[src/rtl/arb_pkg.sv]
// Shared types and helpers for the round-robin arbiter slice.
//   arb_state_t  : FSM encoding (IDLE, GRANT)
//   clog2_min1() : index width that never collapses to 0 bits
//   ARB_MAX_N    : largest supported channel count
package arb_pkg;

  localparam int ARB_MAX_N = 32;

  typedef enum logic {
    IDLE,
    GRANT
  } arb_state_t;

  function automatic int clog2_min1(input int n);
    return (n <= 2) ? 1 : $clog2(n);
  endfunction

endpackage

[src/rtl/rr_arbiter_enc_pick.sv]
// rr_pick: combinational rotating-priority winner search.
//   req      in  N      request vector
//   ptr      in  IDX_W  highest-priority channel (must be < N)
//   mask_idx in  IDX_W  channel excluded from this pick when mask_en=1
//   mask_en  in  1      enable for mask_idx
//   any      out 1      some unmasked request exists
//   idx      out IDX_W  winning channel index (0 when any=0)
//   onehot   out N      one-hot winner (0 when any=0)
module rr_pick
  import arb_pkg::*;
#(
  parameter int N = 8,
  localparam int IDX_W = clog2_min1(N)
) (
  input  logic [N-1:0]     req,
  input  logic [IDX_W-1:0] ptr,
  input  logic [IDX_W-1:0] mask_idx,
  input  logic             mask_en,
  output logic             any,
  output logic [IDX_W-1:0] idx,
  output logic [N-1:0]     onehot
);

  logic [N-1:0]   masked;
  logic [2*N-1:0] dbl;
  logic [N-1:0]   window;
  int unsigned    pos;

  // Rotating {req,req} right by ptr puts channel ptr at bit 0, so the
  // lowest set bit of the low half is the first requester in search order.
  always_comb begin
    masked = req;
    if (mask_en) begin
      masked[mask_idx] = 1'b0;
    end
    dbl    = {masked, masked} >> ptr;
    window = dbl[N-1:0];
    any    = 1'b0;
    idx    = '0;
    pos    = 0;
    for (int unsigned k = 0; k < N; k++) begin
      if (window[k] && !any) begin
        any = 1'b1;
        pos = 32'(ptr) + k;
        if (pos >= N) begin
          pos = pos - N;
        end
        idx = IDX_W'(pos);
      end
    end
    onehot = any ? (N'(1) << idx) : '0;
  end

endmodule

[src/rtl/rr_arbiter_enc.sv]
// rr_arbiter_enc: round-robin arbiter with registered one-hot and binary grant.
// Optional feature macro: RR_ARB_LOCK_EN (adds `lock` burst-lock input).
//   clk        in  1      rising-edge clock
//   rst        in  1      synchronous active-high reset
//   lock       in  1      (RR_ARB_LOCK_EN only) keep current grant on accept
//   req        in  N      request vector
//   gnt_ready  in  1      resource accepts current grant
//   gnt_valid  out 1      grant outputs valid
//   gnt_onehot out N      one-hot grant, 0 when idle
//   gnt_idx    out IDX_W  binary grant index, 0 when idle
module rr_arbiter_enc
  import arb_pkg::*;
#(
  parameter int N = 8,
  localparam int IDX_W = clog2_min1(N)
) (
  input  logic             clk,
  input  logic             rst,
`ifdef RR_ARB_LOCK_EN
  input  logic             lock,
`endif
  input  logic [N-1:0]     req,
  input  logic             gnt_ready,
  output logic             gnt_valid,
  output logic [N-1:0]     gnt_onehot,
  output logic [IDX_W-1:0] gnt_idx
);

  if (N < 2 || N > ARB_MAX_N) begin : g_bad_n
    $error("rr_arbiter_enc: N out of range");
  end

  arb_state_t       state;
  logic [IDX_W-1:0] ptr;
  logic [IDX_W-1:0] next_ptr;
  logic [IDX_W-1:0] pick_ptr;
  logic             accept;
  logic             hold_lock;
  logic             pick_any;
  logic [IDX_W-1:0] pick_idx;
  logic [N-1:0]     pick_onehot;

  // On an accept the search already starts from the rotated pointer with the
  // accepted channel masked, so the follow-on grant lands in the same edge.
  always_comb begin
    accept   = (state == GRANT) && gnt_ready;
    next_ptr = (gnt_idx == IDX_W'(N - 1)) ? '0 : gnt_idx + 1'b1;
    pick_ptr = accept ? next_ptr : ptr;
`ifdef RR_ARB_LOCK_EN
    hold_lock = lock && req[gnt_idx];
`else
    hold_lock = 1'b0;
`endif
  end

  rr_pick #(.N(N)) u_pick (
    .req      (req),
    .ptr      (pick_ptr),
    .mask_idx (gnt_idx),
    .mask_en  (accept),
    .any      (pick_any),
    .idx      (pick_idx),
    .onehot   (pick_onehot)
  );

  always_ff @(posedge clk) begin
    if (rst) begin
      state      <= IDLE;
      ptr        <= '0;
      gnt_valid  <= 1'b0;
      gnt_onehot <= '0;
      gnt_idx    <= '0;
    end else begin
      case (state)
        IDLE: begin
          if (pick_any) begin
            state      <= GRANT;
            gnt_valid  <= 1'b1;
            gnt_onehot <= pick_onehot;
            gnt_idx    <= pick_idx;
          end
        end
        GRANT: begin
          if (gnt_ready && !hold_lock) begin
            ptr <= next_ptr;
            if (pick_any) begin
              gnt_onehot <= pick_onehot;
              gnt_idx    <= pick_idx;
            end else begin
              state      <= IDLE;
              gnt_valid  <= 1'b0;
              gnt_onehot <= '0;
              gnt_idx    <= '0;
            end
          end
        end
        default: state <= IDLE;
      endcase
    end
  end

endmodule

[config.mk]
export PLATFORM = sky130hd
export DESIGN_NAME = rr_arbiter_enc
export DESIGN_NICKNAME = d
export VERILOG_FILES = /design/src/rtl/arb_pkg.sv /design/src/rtl/rr_arbiter_enc_pick.sv /design/src/rtl/rr_arbiter_enc.sv
export SDC_FILE = /design/constraint.sdc
export NUM_CORES = 1
export LEC_CHECK = 0
export BUFFER_PORTS_ARGS = -buffer_cell sky130_fd_sc_hd__buf_4
export CORE_MARGIN = 4
export CORE_UTILIZATION = 45
export CTS_BUF_LIST = sky130_fd_sc_hd__clkbuf_4
export CTS_CLUSTER_DIAMETER = 30
export DETAILED_ROUTE_END_ITERATION = 10
export GPL_ROUTABILITY_DRIVEN = 0
export SYNTH_ARGS = -nofsm -noshare
export SYNTH_HDL_FRONTEND = slang
export SYNTH_SLANG_ARGS = --single-unit
[constraint.sdc]
create_clock -name clk -period 4.2 [get_ports clk]
set_input_delay 0.63 -clock clk [delete_from_list [all_inputs] [get_ports clk]]
set_output_delay 0.63 -clock clk [all_outputs]
set_load 0.05 [all_outputs]
Yosys cells after proc, flatten, opt, wreduce, memory -nomap -nowiden
Cells that the tools add are included.
Word-level totals
  bits in registers: 16
  input port bits: 11
  output and inout bits: 12
  word-level logic and storage cells: 103
Cells by class
  add/sub/neg operators: 16
  order comparisons: 10
  equal/unequal tests: 4
  shift-type cells: 2
  mux-type cells: 44
  bitwise logic cells: 3
  reduce and logical (&&, ||, !) cells: 19
Operators by type and width (number)
  2-to-1 mux 3 bit: 21
  2-to-1 mux 8 bit: 4
  greater-or-equal comparator 4 bit (second input constant): 7
  subtractor 3 x 1 -> 3 bit (second input constant): 8
  adder 3 x 3 -> 4 bit (second input constant): 4
  one-hot mux 8 bit (2 select lines): 1
  right shift 16 x 3 -> 8 bit: 1
  2-to-1 mux 1 bit: 14
  logical AND 1 bit: 9
  adder 3 x 2 -> 4 bit (second input constant): 2
  bitwise AND 8 bit: 1
  inverter 8 bit: 1
  left shift 1 x 3 -> 8 bit (first input constant): 1
  logical NOT 1 bit: 7
  != test 2 bit (second input constant): 3
  one-hot mux 3 bit (2 select lines): 1
  adder 3 x 1 -> 4 bit (second input constant): 1
  greater-or-equal comparator 3 x 4 -> 1 bit (second input constant): 1
  less-than comparator 3 x 4 -> 1 bit (second input constant): 1
  one-hot mux 1 bit (2 select lines): 2
  AND reduction 2 bit: 2
  adder 3 x 1 -> 3 bit (second input constant): 1
  demux 1 bit (select 3 bit): 1
  equality test 3 bit (second input constant): 1
  3 further kinds: 3

Depth between registers and ports, before layout
  word-level depth: 34
  mapped depth: 15
  depth with buffers taken out: 13

Cells and area by module
Synthesis repeated with hierarchy kept, for this count alone.
Second synthesis, totals
  cells, all modules: 225
  area total of the unflattened synthesis: 1965.6 um2
By module, submodules not included
  rr_pick: times used 1, cells each 146, area each 1111.1 um2, seq. area each 0.0 um2
  rr_arbiter_enc: times used 1, cells each 79, area each 854.6 um2, seq. area each 320.3 um2

Worst setup path after synthesis
No wires, ideal clock.
  path type: register to register
  from: register gnt_idx[0]
  to: register gnt_onehot[5]
  setup time: 0.117 ns
  data arrival time: 3.351 ns
  required time: 4.083 ns
  setup slack: 0.732 ns
  stages on the path, launching flop included: 14
  path buffers: 1
  period minus slack after synthesis: 3.468 ns
  cell sequence: dfxtp_1 > ha_1 > ha_1 > and4bb_4 > nor2_8 > inv_2 > buf_4 > mux2_4 > or4_1 > a21oi_1 > a32oi_1 > a31oi_2 > nor2_1 > a22o_1
On the way
  cells in the longest elaborated chain, start to end: 34
  elaborated cells on any way between the ends: 81
  those cells by class: 16 x add/sub; 10 x order compare; 2 x eq/ne; 2 x shift; 33 x mux; 2 x bitwise; 16 x reduce/logical
Ends and longest elaborated chain
  from (decl): RTL line rr_arbiter_enc.sv:26  | output logic [IDX_W-1:0] gnt_idx
  from (signal assigned): RTL line rr_arbiter_enc.sv:80  | gnt_idx <= pick_idx;
  from (signal assigned): RTL line rr_arbiter_enc.sv:88  | gnt_idx <= pick_idx;
  less-than comparator 3 x 4 -> 1 bit (not written as such) / greater-or-equal comparator 3 x 1 -> 1 bit (equally long branches): RTL line rr_arbiter_enc_pick.sv:34  | masked[mask_idx] = 1'b0;
  logical AND 1 bit (not written as such): RTL line rr_arbiter_enc_pick.sv:34
  2-to-1 mux 1 bit (not written as such): RTL line rr_arbiter_enc_pick.sv:34
  demux 1 bit (select 3 bit)
  inverter 8 bit (no line)
  bitwise AND 8 bit (no line)
  2-to-1 mux 8 bit: RTL line rr_arbiter_enc_pick.sv:33  | if (mask_en) begin
  right shift 16 x 3 -> 8 bit: RTL line rr_arbiter_enc_pick.sv:36  | dbl = {masked, masked} >> ptr;
  [18 not listed]
  2-to-1 mux 1 bit: RTL line rr_arbiter_enc_pick.sv:42  | if (window[k] && !any) begin
  logical NOT 1 bit: RTL line rr_arbiter_enc_pick.sv:42
  logical AND 1 bit: RTL line rr_arbiter_enc_pick.sv:42
  2-to-1 mux 3 bit: RTL line rr_arbiter_enc_pick.sv:42
  left shift 1 x 3 -> 8 bit: RTL line rr_arbiter_enc_pick.sv:51  | onehot = any ? (N'(1) << idx) : '0;
  2-to-1 mux 8 bit: RTL line rr_arbiter_enc.sv:86  | if (pick_any) begin
  2-to-1 mux 8 bit: RTL line rr_arbiter_enc.sv:84  | if (gnt_ready && !hold_lock) begin
  one-hot mux 8 bit (2 select lines): RTL line rr_arbiter_enc.sv:74  | case (state)
  to (signal assigned): RTL line rr_arbiter_enc.sv:79  | gnt_onehot <= pick_onehot;
  to (signal assigned): RTL line rr_arbiter_enc.sv:87  | gnt_onehot <= pick_onehot;
  to (decl): RTL line rr_arbiter_enc.sv:25  | output logic [N-1:0] gnt_onehot,
Parallel ways exist; a longest one is shown, timed or not. The select of a mux whose other input is x is not followed.
A chain may end at the register's enable or synchronous reset.

Final worst setup path
  from: register gnt_idx[0]
  to: register gnt_onehot[4]
The elaborated chain is that of the path after synthesis.

==> metrics.txt <==
# TYPE chip_impl_metric gauge
chip_impl_metric{name="worst_case_register_to_register_setup_slack",unit="ns"} 0.37
chip_impl_metric{name="setup_viol",unit=""} 0
chip_impl_info{name="cp_endpoint",value="gnt_onehot[4]$_SDFFE_PP0P_"} 1
chip_impl_metric{name="clk_path_buf_depth",unit=""} 2
chip_impl_metric{name="fin_total_pwr",unit="mW"} 1.01
chip_impl_metric{name="whs",unit="ns"} 0.454
chip_impl_metric{name="setup_tns",unit="ns"} 0
chip_impl_metric{name="initial_utilization",unit=""} 0.469
chip_impl_metric{name="clock_power_share",unit=""} 0.082
chip_impl_metric{name="vdd.ir_drop.worst",unit="mV"} 0.290
chip_impl_metric{name="routed_wire_length_per_instance",unit="µm"} 17.3
chip_impl_metric{name="drt-vias-per-instance",unit=""} 6.41
chip_impl_info{name="r2r_end",value="gnt_onehot[4]$_SDFFE_PP0P_"} 1
chip_impl_metric{name="timing.reg2reg.worst_path_depth",unit=""} 13
chip_impl_metric{name="layout-area-overhead-vs-synth",unit="%"} 10.4
chip_impl_metric{name="place_worst_setup_slack",unit="ns"} 0.284
chip_impl_metric{name="met2_usage",unit=""} 0.306
chip_impl_metric{name="ys_ff_latch",unit=""} 16
chip_impl_info{name="holdCritPathClass",value="reg -> reg"} 1
chip_impl_metric{name="placedCellCount",unit=""} 272
chip_impl_metric{name="post-route-worst-setup-slack",unit="ns"} 0.368
chip_impl_info{name="path_class",value="reg -> reg"} 1
chip_impl_metric{name="final_non_filler_cell_total",unit=""} 276
chip_impl_metric{name="synth_edf_count",unit=""} 0
chip_impl_metric{name="portion_of_total_power_attributed_to_sequential_cells",unit=""} 0.211
chip_impl_metric{name="htree_num_levels",unit=""} 1
chip_impl_metric{name="grt_max_degree",unit=""} 25
chip_impl_metric{name="layout_min_cycle_time",unit="ns"} 3.83
chip_impl_metric{name="crit_arrival",unit="ns"} 4.04
chip_impl_metric{name="post-route-util",unit=""} 0.517
chip_impl_metric{name="final.period_utilization",unit=""} 0.912
chip_impl_info{name="timing.rr.start",value="gnt_idx[0]$_SDFFE_PP0P_"} 1
chip_impl_metric{name="numPortBuffers",unit=""} 22
chip_impl_metric{name="total_switching_power",unit="mW"} 0.537
chip_impl_metric{name="grt_first_pass_wirelength",unit="µm"} 7620
chip_impl_metric{name="cts.hold.buffers_added",unit=""} 0
chip_impl_metric{name="globalRouteMet3Util",unit=""} 0.0406
chip_impl_metric{name="drt-pass1-iter-count",unit=""} 5
chip_impl_metric{name="powerDensity",unit="mW/mm²"} 531
chip_impl_metric{name="achievable-frequency",unit="GHz"} 0.261
chip_impl_metric{name="placedInstanceArea",unit="mm²"} 0.00186
chip_impl_metric{name="global_route.usage.total",unit=""} 0.192
chip_impl_metric{name="netlist-cell-type-count",unit=""} 64
chip_impl_metric{name="initial_antenna_violation_count",unit=""} 0
chip_impl_metric{name="die_h",unit="µm"} 69.7
chip_impl_metric{name="antenna_violating_nets_post_route",unit=""} 0
chip_impl_metric{name="die_area",unit="mm²"} 0.00486
chip_impl_metric{name="grt-ovfl-total",unit=""} 0
chip_impl_metric{name="clk_transition_reported_paths",unit="ns"} 0.09
chip_impl_metric{name="power.share.combinational",unit=""} 0.707
chip_impl_metric{name="final_layout_size_suffix_gt1_frac",unit=""} 0.237
chip_impl_metric{name="async_reset_ff_frac",unit=""} 0
chip_impl_metric{name="max-slew-margin-rel",unit=""} 0.537
chip_impl_metric{name="n_fill_cell",unit=""} 358
chip_impl_metric{name="row_count",unit=""} 22
chip_impl_metric{name="timing_max_transition_violations_final",unit=""} 0
chip_impl_metric{name="hold_viol_final",unit=""} 0
chip_impl_metric{name="timing.clock.skew",unit="ns"} 0.00327
chip_impl_metric{name="drt_wl_total",unit="µm"} 4770
chip_impl_info{name="critical_path_launch_point",value="gnt_idx[0]$_SDFFE_PP0P_"} 1
chip_impl_info{name="tritoncts_clock_tree",value="built"} 1
chip_impl_metric{name="synth_sequential_area_ratio",unit=""} 0.187
chip_impl_info{name="dominantRegCellSynth",value="dfxtp_1"} 1
chip_impl_metric{name="synth_area",unit="mm²"} 0.00172
chip_impl_info{name="timing.critical_path.from_type",value="register"} 1
chip_impl_metric{name="worst_skew_pair.late_latency",unit="ns"} 0.29
chip_impl_info{name="busiest_layer",value="met2"} 1
chip_impl_metric{name="min_delay_path_depth",unit=""} 2
chip_impl_metric{name="p_int",unit="mW"} 0.468
chip_impl_metric{name="worstMarginPinSlew",unit="ns"} 0.681
chip_impl_metric{name="core",unit="mm²"} 0.00366
chip_impl_metric{name="detailroute.via_count",unit=""} 1768
chip_impl_metric{name="final_nets",unit=""} 244
chip_impl_metric{name="worst-path-max-fanout",unit=""} 14
chip_impl_metric{name="sequential_cell_area",unit="µm²"} 320
chip_impl_metric{name="ioPinCount",unit=""} 23
chip_impl_metric{name="design_area",unit="mm²"} 0.00189
chip_impl_info{name="setup_repair_after_global_routing_missed_its_margin",value="false"} 1
chip_impl_metric{name="n_antenna_cell",unit=""} 0
chip_impl_info{name="run_status",value="completed"} 1
chip_impl_metric{name="power_switching_share",unit=""} 0.535
chip_impl_metric{name="syn_area_per_cell",unit="µm²"} 8.05
chip_impl_metric{name="cts.sink_count",unit=""} 16
chip_impl_metric{name="netlist_instances",unit=""} 213
chip_impl_metric{name="drc_violation_count_after_routing",unit=""} 0
chip_impl_metric{name="die-width",unit="µm"} 69.7
chip_impl_metric{name="detailed_place_hpwl",unit="µm"} 3640
chip_impl_metric{name="tritoncts.num_buffers",unit=""} 3
chip_impl_metric{name="groute.layer.met1.usage",unit=""} 0.254
chip_impl_metric{name="grt_pass1_vias",unit=""} 1562
chip_impl_metric{name="timing.critical_path.required",unit="ns"} 4.41
chip_impl_metric{name="initialDrtViolationCount",unit=""} 114
chip_impl_info{name="cts-root-buf",value="clkbuf_4"} 1
chip_impl_metric{name="total_leakage_power",unit="nW"} 0.738
chip_impl_metric{name="synth.yosys.warnings",unit=""} 0
chip_impl_info{name="setup.worst_path.end_class",value="register"} 1
chip_impl_metric{name="max_cap_violations",unit=""} 0
chip_impl_metric{name="number_of_nets_in_the_synthesized_netlist",unit=""} 228
chip_impl_metric{name="area_of_the_multi_input_gates",unit="mm²"} 0.00129
[flip-flops by register name (all words and copies together), names as in the netlist]
register,count
gnt_idx,3
state,1
gnt_valid,1
ptr,3
gnt_onehot,8
[cell usage after synthesis, types with 4 or more instances]
master    number  share of area
mux2_2         5          0.033
ha_1           4          0.029
nand2b_1       5          0.018
nand2_1       19          0.042
o31ai_1        4          0.018
o21ai_0        6          0.018
o21ai_1       11          0.032
mux2i_1       17          0.099
nand3_1       10          0.029
a21oi_1       14          0.041
nand4_1        4          0.015
dfxtp_1       16           0.19
nor3_1         5          0.015
nor2_1        18          0.039
[worst min path at each step]
stage | slack (ns) | endpoint | from
finish | 0.45 | gnt_onehot[0]$_SDFFE_PP0P_ | gnt_onehot[0]$_SDFFE_PP0P_
global route | 0.48 | gnt_onehot[1]$_SDFFE_PP0P_ | gnt_onehot[1]$_SDFFE_PP0P_
CTS | 0.46 | gnt_onehot[2]$_SDFFE_PP0P_ | gnt_onehot[2]$_SDFFE_PP0P_
detailed placement | 0.45 | gnt_onehot[1]$_SDFFE_PP0P_ | gnt_onehot[1]$_SDFFE_PP0P_
global placement | 0.44 | gnt_onehot[3]$_SDFFE_PP0P_ | gnt_onehot[3]$_SDFFE_PP0P_
floorplan | 0.66 | gnt_onehot[1]$_SDFFE_PP0P_ | gnt_onehot[1]$_SDFFE_PP0P_
[cell usage in the layout, fill, tap and decap left out, types with 2 or more instances in the layout]
master,Yosys,routed
o21ai_1,11,11
o311ai_1,2,2
nand3_1,10,10
ha_1,4,4
or3_1,3,3
mux2i_2,1,2
inv_1,3,3
nor2_1,18,18
nor4_1,3,3
nand2_1,19,19
mux2_2,5,5
clkbuf_4,1,3
o21ai_0,6,6
mux2i_1,17,16
o211ai_1,2,2
dfxtp_1,16,16
mux2_4,3,3
o31ai_1,4,4
o22ai_1,2,2
o311ai_0,2,2
o21a_1,2,2
a32oi_1,2,2
nand2b_1,5,5
a21oi_1,14,14
or2_2,2,2
nand4_1,4,4
a22o_1,2,2
a21boi_2,2,2
nor3_1,5,5
a31oi_1,2,2
buf_4,2,23
o31ai_2,2,2
o31a_1,2,2
[power groups by stage]
| stage | Clock (mW) | Sequential [mW] | Combinational, mW |
|---|---|---|---|
| global placement | 0 | 0.213 | 0.692 |
| finish | 0.0824 | 0.212 | 0.710 |
| floorplan | 0 | 0.301 | 0.465 |
| CTS | 0.0859 | 0.213 | 0.698 |
| global route | 0.0933 | 0.218 | 0.760 |
| detailed placement | 0 | 0.217 | 0.695 |
[worst max-delay path, stage by stage (launching register included)]
cell	delay [ns]
dfxtp_1	0.51
ha_1	0.21
ha_1	0.17
and4b_4	0.22
nor2_4	0.27
inv_4	0.14
mux2i_1	0.36
mux2i_2	0.30
or3_1	0.42
a211oi_2	0.37
o31a_1	0.20
a31oi_1	0.06
or2_4	0.30
o31ai_2	0.22
[logic make-up (layout without fill, tap and decap cells)]
group           Yosys count  in the layout  synth area share
compound gates           70             70             0.301
fa+ha+maj                 4              4            0.0292
buf+inv                  17             32            0.0613
flops                    16             16             0.187
mux                      26             26             0.166
simple gates             80             80             0.256
[final cells by class]
type | instances | share of cell area
Multi-Input combinational cell | 180 | 0.683
Timing Repair Buffer | 23 | 0.0911
Sequential cell | 16 | 0.169
Inverter | 5 | 0.0112
Tap cell | 48 | 0.0317
Clock buffer | 3 | 0.0119
Clock inverter | 1 | 0.00198
[routing by layer]
metal / up-vias / share of wire
met1: 819 / 0.43
met4: 0 / 0.018
met5: - / 0
met2: 95 / 0.47
met3: 8 / 0.083
li1: 846 / -
[repair_timing]
item	CTS	global route
buffers inserted	0	0
endpoints found under the hold margin	0	0
gates resized for setup	0	1
setup endpoints to repair	0	8
No activity file was read; power rests on OpenSTA's default activity.
